### src/rtl/div_tick_sched.sv
// div_tick_sched: divided square wave plus 1-cycle tick at ratio 2^(sel_cur+1); define DIV_TICK_GATE_EN for the tick gate input.
// Latency: all outputs registered; sel_ack follows the sampled request by one cycle.
// Backpressure: while a change is pending (busy) new requests get no ack and must be held.
module div_tick_sched #(
   parameter int WIDTH       = 9,
   parameter int DEFAULT_SEL = 8
) (
   input  logic       clk,
   input  logic       rst,
   input  logic       en,
   input  logic       sel_req,
   input  logic [3:0] sel_in,
`ifdef DIV_TICK_GATE_EN
   input  logic       gate,
`endif
   output logic       sel_ack,
   output logic       sel_err,
   output logic [3:0] sel_cur,
   output logic       busy,
   output logic       tick,
   output logic       sq_out
);

   typedef enum logic [1:0] {IDLE = 2'd0, RUN = 2'd1, PEND = 2'd2} state_t;

   localparam logic [3:0] SEL_MAX = 4'(WIDTH - 1);
   localparam logic [3:0] SEL_RST = 4'(DEFAULT_SEL);

   state_t           state_q, state_d;
   logic [WIDTH-1:0] cnt_q, cnt_d;
   logic [WIDTH-1:0] tc_mask;
   logic [3:0]       sel_cur_q, sel_cur_d;
   logic [3:0]       pend_sel_q, pend_sel_d;
   logic [3:0]       req_sel;
   logic             ack_q, ack_d;
   logic             err_q, err_d;
   logic             busy_q, busy_d;
   logic             tick_q, tick_d;
   logic             sq_q, sq_d;
   logic             req_take, req_oor, tc;

   // The ack cycle itself is excluded so a requester dropping sel_req on ack is not sampled twice.
   assign req_take = sel_req && (state_q != PEND) && !ack_q;
   assign req_oor  = (int'(sel_in) >= WIDTH);
   assign req_sel  = req_oor ? SEL_MAX : sel_in;
   assign tc_mask  = ~({WIDTH{1'b1}} << (sel_cur_q + 4'd1));
   assign tc       = ((cnt_q & tc_mask) == tc_mask);

   always_comb begin
      state_d    = state_q;
      cnt_d      = cnt_q;
      sel_cur_d  = sel_cur_q;
      pend_sel_d = pend_sel_q;
      ack_d      = 1'b0;
      err_d      = 1'b0;
      tick_d     = 1'b0;
      sq_d       = 1'b0;

      if (req_take) begin
         ack_d = 1'b1;
         err_d = req_oor;
      end

      if (!en) begin
         state_d = IDLE;
         cnt_d   = '0;
         if (state_q == PEND) sel_cur_d = pend_sel_q;
         if (req_take)        sel_cur_d = req_sel;
      end else begin
         case (state_q)
            IDLE: begin
               state_d = RUN;
               cnt_d   = '0;
               if (req_take) sel_cur_d = req_sel;
            end
            RUN: begin
               cnt_d  = cnt_q + WIDTH'(1);
               tick_d = tc;
               sq_d   = cnt_q[sel_cur_q];
               if (req_take && (req_sel != sel_cur_q)) begin
                  pend_sel_d = req_sel;
                  state_d    = PEND;
               end
            end
            PEND: begin
               tick_d = tc;
               sq_d   = cnt_q[sel_cur_q];
               // Switch only at the old period's terminal count; its tick still goes out.
               if (tc) begin
                  sel_cur_d = pend_sel_q;
                  cnt_d     = '0;
                  state_d   = RUN;
               end else begin
                  cnt_d = cnt_q + WIDTH'(1);
               end
            end
            default: state_d = IDLE;
         endcase
      end

`ifdef DIV_TICK_GATE_EN
      if (gate) tick_d = 1'b0;
`endif
      busy_d = (state_d == PEND);
   end

   always_ff @(posedge clk or posedge rst) begin
      if (rst) begin
         state_q    <= IDLE;
         cnt_q      <= '0;
         sel_cur_q  <= SEL_RST;
         pend_sel_q <= SEL_RST;
         ack_q      <= 1'b0;
         err_q      <= 1'b0;
         busy_q     <= 1'b0;
         tick_q     <= 1'b0;
         sq_q       <= 1'b0;
      end else begin
         state_q    <= state_d;
         cnt_q      <= cnt_d;
         sel_cur_q  <= sel_cur_d;
         pend_sel_q <= pend_sel_d;
         ack_q      <= ack_d;
         err_q      <= err_d;
         busy_q     <= busy_d;
         tick_q     <= tick_d;
         sq_q       <= sq_d;
      end
   end

   assign sel_ack = ack_q;
   assign sel_err = err_q;
   assign sel_cur = sel_cur_q;
   assign busy    = busy_q;
   assign tick    = tick_q;
   assign sq_out  = sq_q;

endmodule

### config.mk
export PLATFORM = sky130hd
export DESIGN_NAME = div_tick_sched
export DESIGN_NICKNAME = d
export VERILOG_FILES = /design/src/rtl/div_tick_sched.sv
export SDC_FILE = /design/constraint.sdc
export NUM_CORES = 1
export LEC_CHECK = 0
export CAP_MARGIN = 20
export CORE_MARGIN = 2
export CORE_UTILIZATION = 44
export DETAILED_ROUTE_END_ITERATION = 6
export GPL_TIMING_DRIVEN = 1
export PLACE_DENSITY = 0.67
export SETUP_SLACK_MARGIN = 0.05
export SLEW_MARGIN = 20
export SYNTH_ARGS = -nofsm -noshare
export SYNTH_HDL_FRONTEND = slang
export SYNTH_SLANG_ARGS = --single-unit
### constraint.sdc
create_clock -name clk -period 2.9 [get_ports clk]
set_clock_uncertainty 0.1 [all_clocks]
set_input_delay 0.435 -clock clk [delete_from_list [all_inputs] [get_ports clk]]
set_output_delay 0.435 -clock clk [all_outputs]
set_load 0.01 [all_outputs]
==> summary.txt, run 1 <==
Status
  • Outcome: completed

Critical path
  • Critical Path Start Type: flip-flop
  • Crit Reg-Reg Endpoint: sel_cur[1]
  • Register-to-Register Setup Slack: between 0.2 and 0.25 ns
  • Critical path data required time: 2.96 ns
  • Critical path class: flip-flop to flip-flop
  • Endpoint arrival time on the critical path: 2.76 ns
  • Endpoint kind of the worst setup timing path: flip-flop
  • Maximum fanout encountered on the critical timing path: 8
  • Reg2reg start: sel_cur[0]
  • Worst reg-to-reg path cell count: 7

Global route
  • Number of global-route vias before repair: 1,398
  • Remaining Overflow, GRT: 0
  • Gr busiest metal: met2
  • Met2 track demand over resource: 31.4%
  • Largest net degree at the start of global routing: 25
  • Antenna violations before repair: 0
  • Met1 demand-to-capacity share in global routing: roughly 28%
  • Total routing resource utilization after global routing: 20.0%
  • Met3 Use GR: 2.74%
  • Global-route wire length before repair: 6670 um

Synth
  • Number of unique standard cell types used by synthesis: 45
  • Number of instances in the synthesized netlist: 180
  • Post-synth EDFFs: 0
  • Cell with the most instances after synthesis: dfrtp_1
  • Count of yosys warnings during synthesis: 0
  • Post-Syn Area per Cell: 9.31 um^2
  • Most frequent cells after synthesis: dfrtp_1 (22), nand2_1 (15), nor2_1 (13), o21ai_0 (13)
  • Sequential fraction of the synthesis area: between 30% and 40%
  • Ranking of synthesized cells by area: dfrtp_1 (33%), ha_1 (6.0%), mux2i_1 (4.2%)
  • Dominant register cell in the synthesized netlist: dfrtp_1
  • Proportion of synthesized flip-flops having asynchronous set or reset: 100%
  • Area fraction of the dominant cell type after synthesis: between 30% and 40%
  • Post-Synthesis Cell Area: 1680 um^2
  • Seq cells post-synth: 24
  • Post-synthesis net count: 196
  • Largest area contributor in the synthesized netlist: dfrtp_1

Die
  • Area of the die: 4320 um^2
  • Placeable Area: 3660 um^2
  • Width of the die: 65.7 um
  • Initial Utilization: between 40% and 50%
  • Y dimension of the die: 65.7 um
  • Top-level port count: 17
  • Number of rows in the core area: 22

Finish
  • Final cell area excluding filler cells: slightly below 2000 um^2
  • Fraction of layout instances using a drive strength above 1: 13.0%
  • Relative area change from synthesis to final layout: 17.8%
  • Number of fill cells in the layout: 343
  • Antenna cell count: 0
  • Post-layout util: 53.9%
  • Number of nets in the final layout: 217

Worst hold path
  • Hold worst-path end: pend_sel_q[0]
  • Hold crit path type: flip-flop to flip-flop
  • Worst hold path cell count: 1
  • Hold_sp: pend_sel_q[0]

Clocking
  • Clock tree from TritonCTS: yes
  • Number of H-tree levels: 1
  • Hold-fix buffers, CTS: 0
  • Library cell used as clock root buffer: clkbuf_8
  • Worst-case clock buffer depth: 2
  • Clock input transition at the sequential cells of the worst setup and hold paths: 0.09 ns
  • Number of sinks on the clock net: 24
  • Cts bufs inserted: 3
  • Worst-skew pair later-pin latency: around 0.27 ns

STA
  • Max Fclk: 0.371 GHz
  • Final hold violation count: 0
  • # setup viols final: 0
  • Final Worst Setup Slack: between 0.2 and 0.25 ns
  • Worst Hold Margin: 0.417 ns
  • Transition time at the pin with the least slew margin: 0.924 ns
  • Relative slew slack: 38.3%
  • Setup repair after global routing missed its margin: false
  • Final count of pins violating max slew: 0
  • Setup tns final: 0 ns
  • Final Critical Period: approximately 2.7 ns
  • Period utilization: about 93%

Pwr
  • Standby leakage power: 0.823 nW
  • Power density normalized to cell area: 589 nW/um^2
  • Maximum ir drop on the vdd rail: around 0.24 mV

Run
  • Max-Cap Viols: 0

Drt
  • First-pass iteration count of the detailed router: 4
  • Vias per cell: 5.87
  • DRT Wirelength: between 3000 and 4000 um
  • Detail Route Antenna Nets: 0
  • Vias post-DR: 1,456
  • Routed length per instance: 15.4 um
  • DR DRC count: 0
  • First-iteration detailed-routing DRC count: roughly 90

Placed design
  • Minimum setup slack after placement: between 0.2 and 0.3 ns
  • Port Buf Inserts: 16
  • HPWL after DPL: 2870 um
  • Final weighted congestion of routability-driven global placement: between 0.8 and 0.9
  • Total cell area at the placement stage: 1890 um^2
cell usage in the layout (no fill, tap or decap), types with 2 or more instances in the layout:
| cell | n |
|---|---|
| nor2b_1 | 5 |
| a31oi_1 | 9 |
| a21oi_1 | 10 |
| a311oi_1 | 2 |
| and3_1 | 2 |
| dfstp_2 | 2 |
| mux2_4 | 2 |
| inv_1 | 11 |
| xnor2_1 | 3 |
| mux2i_1 | 7 |
| ha_1 | 8 |
| mux2_2 | 4 |
| nor4_1 | 2 |
| dfrtp_1 | 22 |
| nor2_1 | 13 |
| a2111oi_0 | 2 |
| clkdlybuf4s50_1 | 16 |
| nand3_1 | 11 |
| nor3_1 | 4 |
| clkbuf_8 | 3 |
| nand2_1 | 15 |
| mux4_1 | 2 |
| nand3b_1 | 3 |
| o22ai_1 | 3 |
| buf_4 | 6 |
| o21ai_0 | 13 |
worst max-delay path, cell delays in order (launching register included):
cell and delay (ns):
dfrtp_1 0.46, buf_4 0.21, and3_4 0.22, mux2_4 0.30, nor4_2 0.39, o211ai_2 0.27
a31o_4 0.34, mux2_4 0.30
sequential cells by signal, summed over array words and instances (netlist names):
register    cells
sel_ack         1
sel_err         1
state_q         2
tick            1
pend_sel_q      4
cnt_q           9
sq_out          1
busy            1
sel_cur         4
kinds of logic (layout without fill, tap and decap cells):
group | after synthesis | in the layout | share of synthesized area [%]
simple gates | 62 | 62 | 19.0
xor+xnor | 3 | 3 | 1.57
buf+inv | 17 | 37 | 5.00
mux | 15 | 15 | 11.8
compound gates | 51 | 51 | 20.7
fa+ha+maj | 8 | 8 | 5.97
flops | 24 | 24 | 36.0
power by group:
part	switching (W)	total (W)	internal (W)
logic	0.000225	0.000425	0.000201
registers	0.0000517	0.000441	0.000390
clock network	0.000112	0.000297	0.000185
per-layer routing:
layer,vias up,wire [um]
li1,711,-
met1,701,1730
met2,37,1820
met3,7,195
met4,0,63
met5,-,0
stage by stage:
stage	power [W]	cells
after global placement	0.000861	243
after floorplan	0.000743	180
final	0.00116	248
after CTS	0.00117	247
after global routing	0.00124	248
after detailed placement	0.000866	243
timing repair:
item | in CTS | in global routing
setup buffers | 0 | 1
resized for setup | 0 | 1
endpoints found under the setup margin | 0 | 6
worst max path at each step:
stage	start	endpoint	depth (start not counted)
floorplan	sel_cur[0]	sel_cur[1]	7
global placement	sel_cur[0]	sel_cur[1]	7
detailed placement	sel_cur[0]	sel_cur[1]	7
CTS	sel_cur[0]	sel_cur[1]	7
global route	sel_cur[0]	sel_cur[1]	7
finish	sel_cur[0]	sel_cur[1]	7
layout make-up:
| type | instances | area [um^2] | share of cell area (%) |
|---|---|---|---|
| clock buffers | 3 | 41.3 | 2.09 |
| multi-input cells | 139 | 992 | 50.3 |
| clock inverters | 1 | 30.0 | 1.52 |
| repair buffers | 22 | 205 | 10.4 |
| inverters | 11 | 41.3 | 2.09 |
| flip-flops and latches | 24 | 603 | 30.6 |
| well taps | 48 | 60.1 | 3.04 |
Power figures use the tool's default switching activity.
==> run 2: changes to the inputs <==
--- a/config.mk
+++ b/config.mk
@@ -5,12 +5,13 @@
 export SDC_FILE = /design/constraint.sdc
 export NUM_CORES = 1
 export LEC_CHECK = 0
-export CAP_MARGIN = 20
+export CELL_PAD_IN_SITES_DETAIL_PLACEMENT = 1
+export CELL_PAD_IN_SITES_GLOBAL_PLACEMENT = 1
 export CORE_MARGIN = 2
-export CORE_UTILIZATION = 44
+export CORE_UTILIZATION = 43
 export DETAILED_ROUTE_END_ITERATION = 6
 export GPL_TIMING_DRIVEN = 1
-export PLACE_DENSITY = 0.67
+export PLACE_DENSITY = 0.81
 export SETUP_SLACK_MARGIN = 0.05
 export SLEW_MARGIN = 20
 export SYNTH_ARGS = -nofsm -noshare
==> run 2 against run 1 <==
Critical path depth did not move. Sequential share of layout area did not move. Combinational power fell by 0.9%. Via count rose by 5.8%. First-iteration DRC count rose by 22%. Die area rose by 2.2%. Sequential cell count did not move. Register-to-register slack got worse by 0.03 ns. Routed wire length rose by 24%. Cell area did not move. Critical path type unchanged. Largest cell class unchanged.
==> summary.txt, run 2 (synthesis gave the netlist of run 1 again) <==
Status
  • Outcome: completed

Pwr
  • Standby leakage power: 0.821 nW (-0.25%)
  • Clk pwr share: 25.4% (about the same)
  • Final total power: 0.00118 W (+1.6%)
  • Power density normalized to cell area: 599 nW/um^2 (+1.6%)
  • Net switching power: 0.000410 W (+5.6%)
  • Switching power share of the total: 34.7% (+1.3 points)
  • Maximum ir drop on the vdd rail: 0.232 mV (-5.3%)
  • Internal power: 0.000772 W (-0.36%)
  • Reg power frac: 39.0% (+1.1 points)
  • Logic gate share of total power: 35.6% (-1.0 points)

Die
  • Top-level port count: 17 (unchanged)
  • Y dimension of the die: 66.4 um (+1.1%)
  • Placeable Area: 3720 um^2 (+1.5%)
  • Area of the die: 4410 um^2 (+2.2%)
  • Initial Utilization: 45.1% (-0.68 points)
  • Number of rows in the core area: 22 (unchanged)
  • Width of the die: 66.4 um (+1.1%)

Critical path
  • Worst reg-to-reg path cell count: 7 (unchanged)
  • Crit Reg-Reg Endpoint: sel_cur[1]
  • Register-to-Register Setup Slack: 0.17 ns (-0.03 ns)
  • Endpoint kind of the worst setup timing path: flip-flop
  • Endpoint arrival time on the critical path: 2.79 ns (+0.03 ns)
  • Critical path class: flip-flop to flip-flop
  • Reg2reg start: sel_cur[0]
  • Critical Path Start Type: flip-flop
  • Maximum fanout encountered on the critical timing path: 7 (-1)
  • Critical path data required time: 2.96 ns (about the same)

Finish
  • Relative area change from synthesis to final layout: 17.8% (unchanged)
  • Final cell count without fillers: 247 (-0.40%)
  • Largest register FFs: 9 (unchanged)
  • Antenna cell count: 0 (unchanged)
  • Fraction of layout instances using a drive strength above 1: 13.1% (+0.065 points)
  • Register containing the most flip-flops in the final layout: cnt_q
  • Most frequent cells in the layout: dfrtp_1 (22), clkdlybuf4s50_1 (16), nand2_1 (15)
  • Most common cell after layout, fill and taps aside: dfrtp_1
  • Number of nets in the final layout: 216 (-0.46%)
  • Post-layout util: 53.1% (-0.80 points)

Drt
  • DR DRC count: 0 (unchanged)
  • Routed length per instance: 19.1 um (+25%)
  • DRT Wirelength: 4720 um (+24%)
  • Vias per cell: 6.23 (+6.2%)
  • First-pass iteration count of the detailed router: 4 (unchanged)
  • Vias post-DR: 1,540 (+5.8%)
  • First-iteration detailed-routing DRC count: 111 (+22%)
  • Detail Route Antenna Nets: 0 (unchanged)

STA
  • Final count of pins violating max slew: 0 (unchanged)
  • Relative slew slack: 60.8% (+22 points)
  • # setup viols final: 0 (unchanged)
  • Final hold violation count: 0 (unchanged)
  • Period utilization: 94.0% (+1.1 points)
  • Final Critical Period: 2.73 ns (+0.0308 ns)
  • Max Fclk: 0.367 GHz (-1.1%)
  • Setup repair after global routing missed its margin: false
  • Setup tns final: 0 ns (unchanged)
  • Transition time at the pin with the least slew margin: 0.573 ns (-0.351 ns)
  • Worst Hold Margin: 0.406 ns (-0.0108 ns)

Run
  • Max-Cap Viols: 0 (unchanged)

Global route
  • Total routing resource utilization after global routing: 23.9% (+3.9 points)
  • Largest net degree at the start of global routing: 25 (unchanged)
  • Antenna violations before repair: 0 (unchanged)
  • Number of global-route vias before repair: 1,580 (+13%)
  • Remaining Overflow, GRT: 0 (unchanged)
  • Global-route wire length before repair: 7910 um (+19%)

Clocking
  • Number of setup buffers added after CTS: 0 (unchanged)
  • Number of cells upsized or downsized after cts: 0 (unchanged)
  • Worst-case clock buffer depth: 2 (unchanged)
  • Clock tree from TritonCTS: yes
  • Clock input transition at the sequential cells of the worst setup and hold paths: 0.09 ns (about the same)
  • Worst-skew pair later-pin latency: 0.28 ns (about the same)
  • Number of sinks on the clock net: 24 (unchanged)
  • Cts bufs inserted: 3 (unchanged)
  • Number of H-tree levels: 1 (unchanged)
  • Hold-fix buffers, CTS: 0 (unchanged)
  • Library cell used as clock root buffer: clkbuf_8

Placed design
  • Port Buf Inserts: 16 (unchanged)
  • HPWL after DPL: 3660 um (+28%)
  • DP Cell Count: 243 (unchanged)
  • Final weighted congestion of routability-driven global placement: 0.836 (+1.6%)

Worst hold path
  • Hold crit path type: input pin to async pin
-- run 2: cell type report --
type	instances	area (um^2)
Fill cell	437	1740
Multi-Input combinational cell	139	1000
Sequential cell	24	603
Timing Repair Buffer	21	198
Tap cell	48	60.1
Clock buffer	3	41.3
Inverter	11	41.3
Clock inverter	1	30.0
-- run 2: how the worst max path moves through the flow --
stage,from,to,slack (ns),cells after the start
2_1_floorplan,sel_cur[0],sel_cur[1],0.49,7
3_3_place_gp,sel_cur[0],sel_cur[1],0.32,7
3_5_place_dp,sel_cur[0],cnt_q[6],0.16,7
4_1_cts,sel_cur[0],cnt_q[6],0.12,7
5_1_grt,sel_cur[0],sel_cur[1],0.05,7
6_report,sel_cur[0],sel_cur[1],0.17,7
-- run 2: worst max-delay path: stages (launching register included) --
cell and delay, ns:
dfrtp_1 0.47, ha_1 0.34, xnor2_2 0.24, a2111oi_0 0.17
nor4_2 0.41, o211ai_2 0.26, a31o_4 0.34, mux2_4 0.29
-- run 2: stage by stage --
stage,worst slack [ns],instance area [um^2]
finish,0.173,1970
global route,0.0496,1970
CTS,0.122,1960
detailed placement,0.163,1890
global placement,0.317,1890
floorplan,0.487,1680
-- run 2: power groups by stage --
stage	Sequential (W)	Combinational, W	Clock (W)
5_1_grt	0.000471	0.000461	0.000321
3_5_place_dp	0.000465	0.000411	0
3_3_place_gp	0.000457	0.000387	0
2_1_floorplan	0.000433	0.000310	0
6_report	0.000461	0.000421	0.000300
4_1_cts	0.000458	0.000414	0.000308
-- run 2: layer usage --
| metal | track usage (%) | part of all wire (%) | up-vias |
|---|---|---|---|
| li1 | - | - | 710 |
| met4 | 8.16 | 1.9 | 0 |
| met1 | 30.5 | 44 | 786 |
| met5 | 0 | 0 | - |
| met2 | 40.5 | 51 | 35 |
| met3 | 4.09 | 3.8 | 9 |
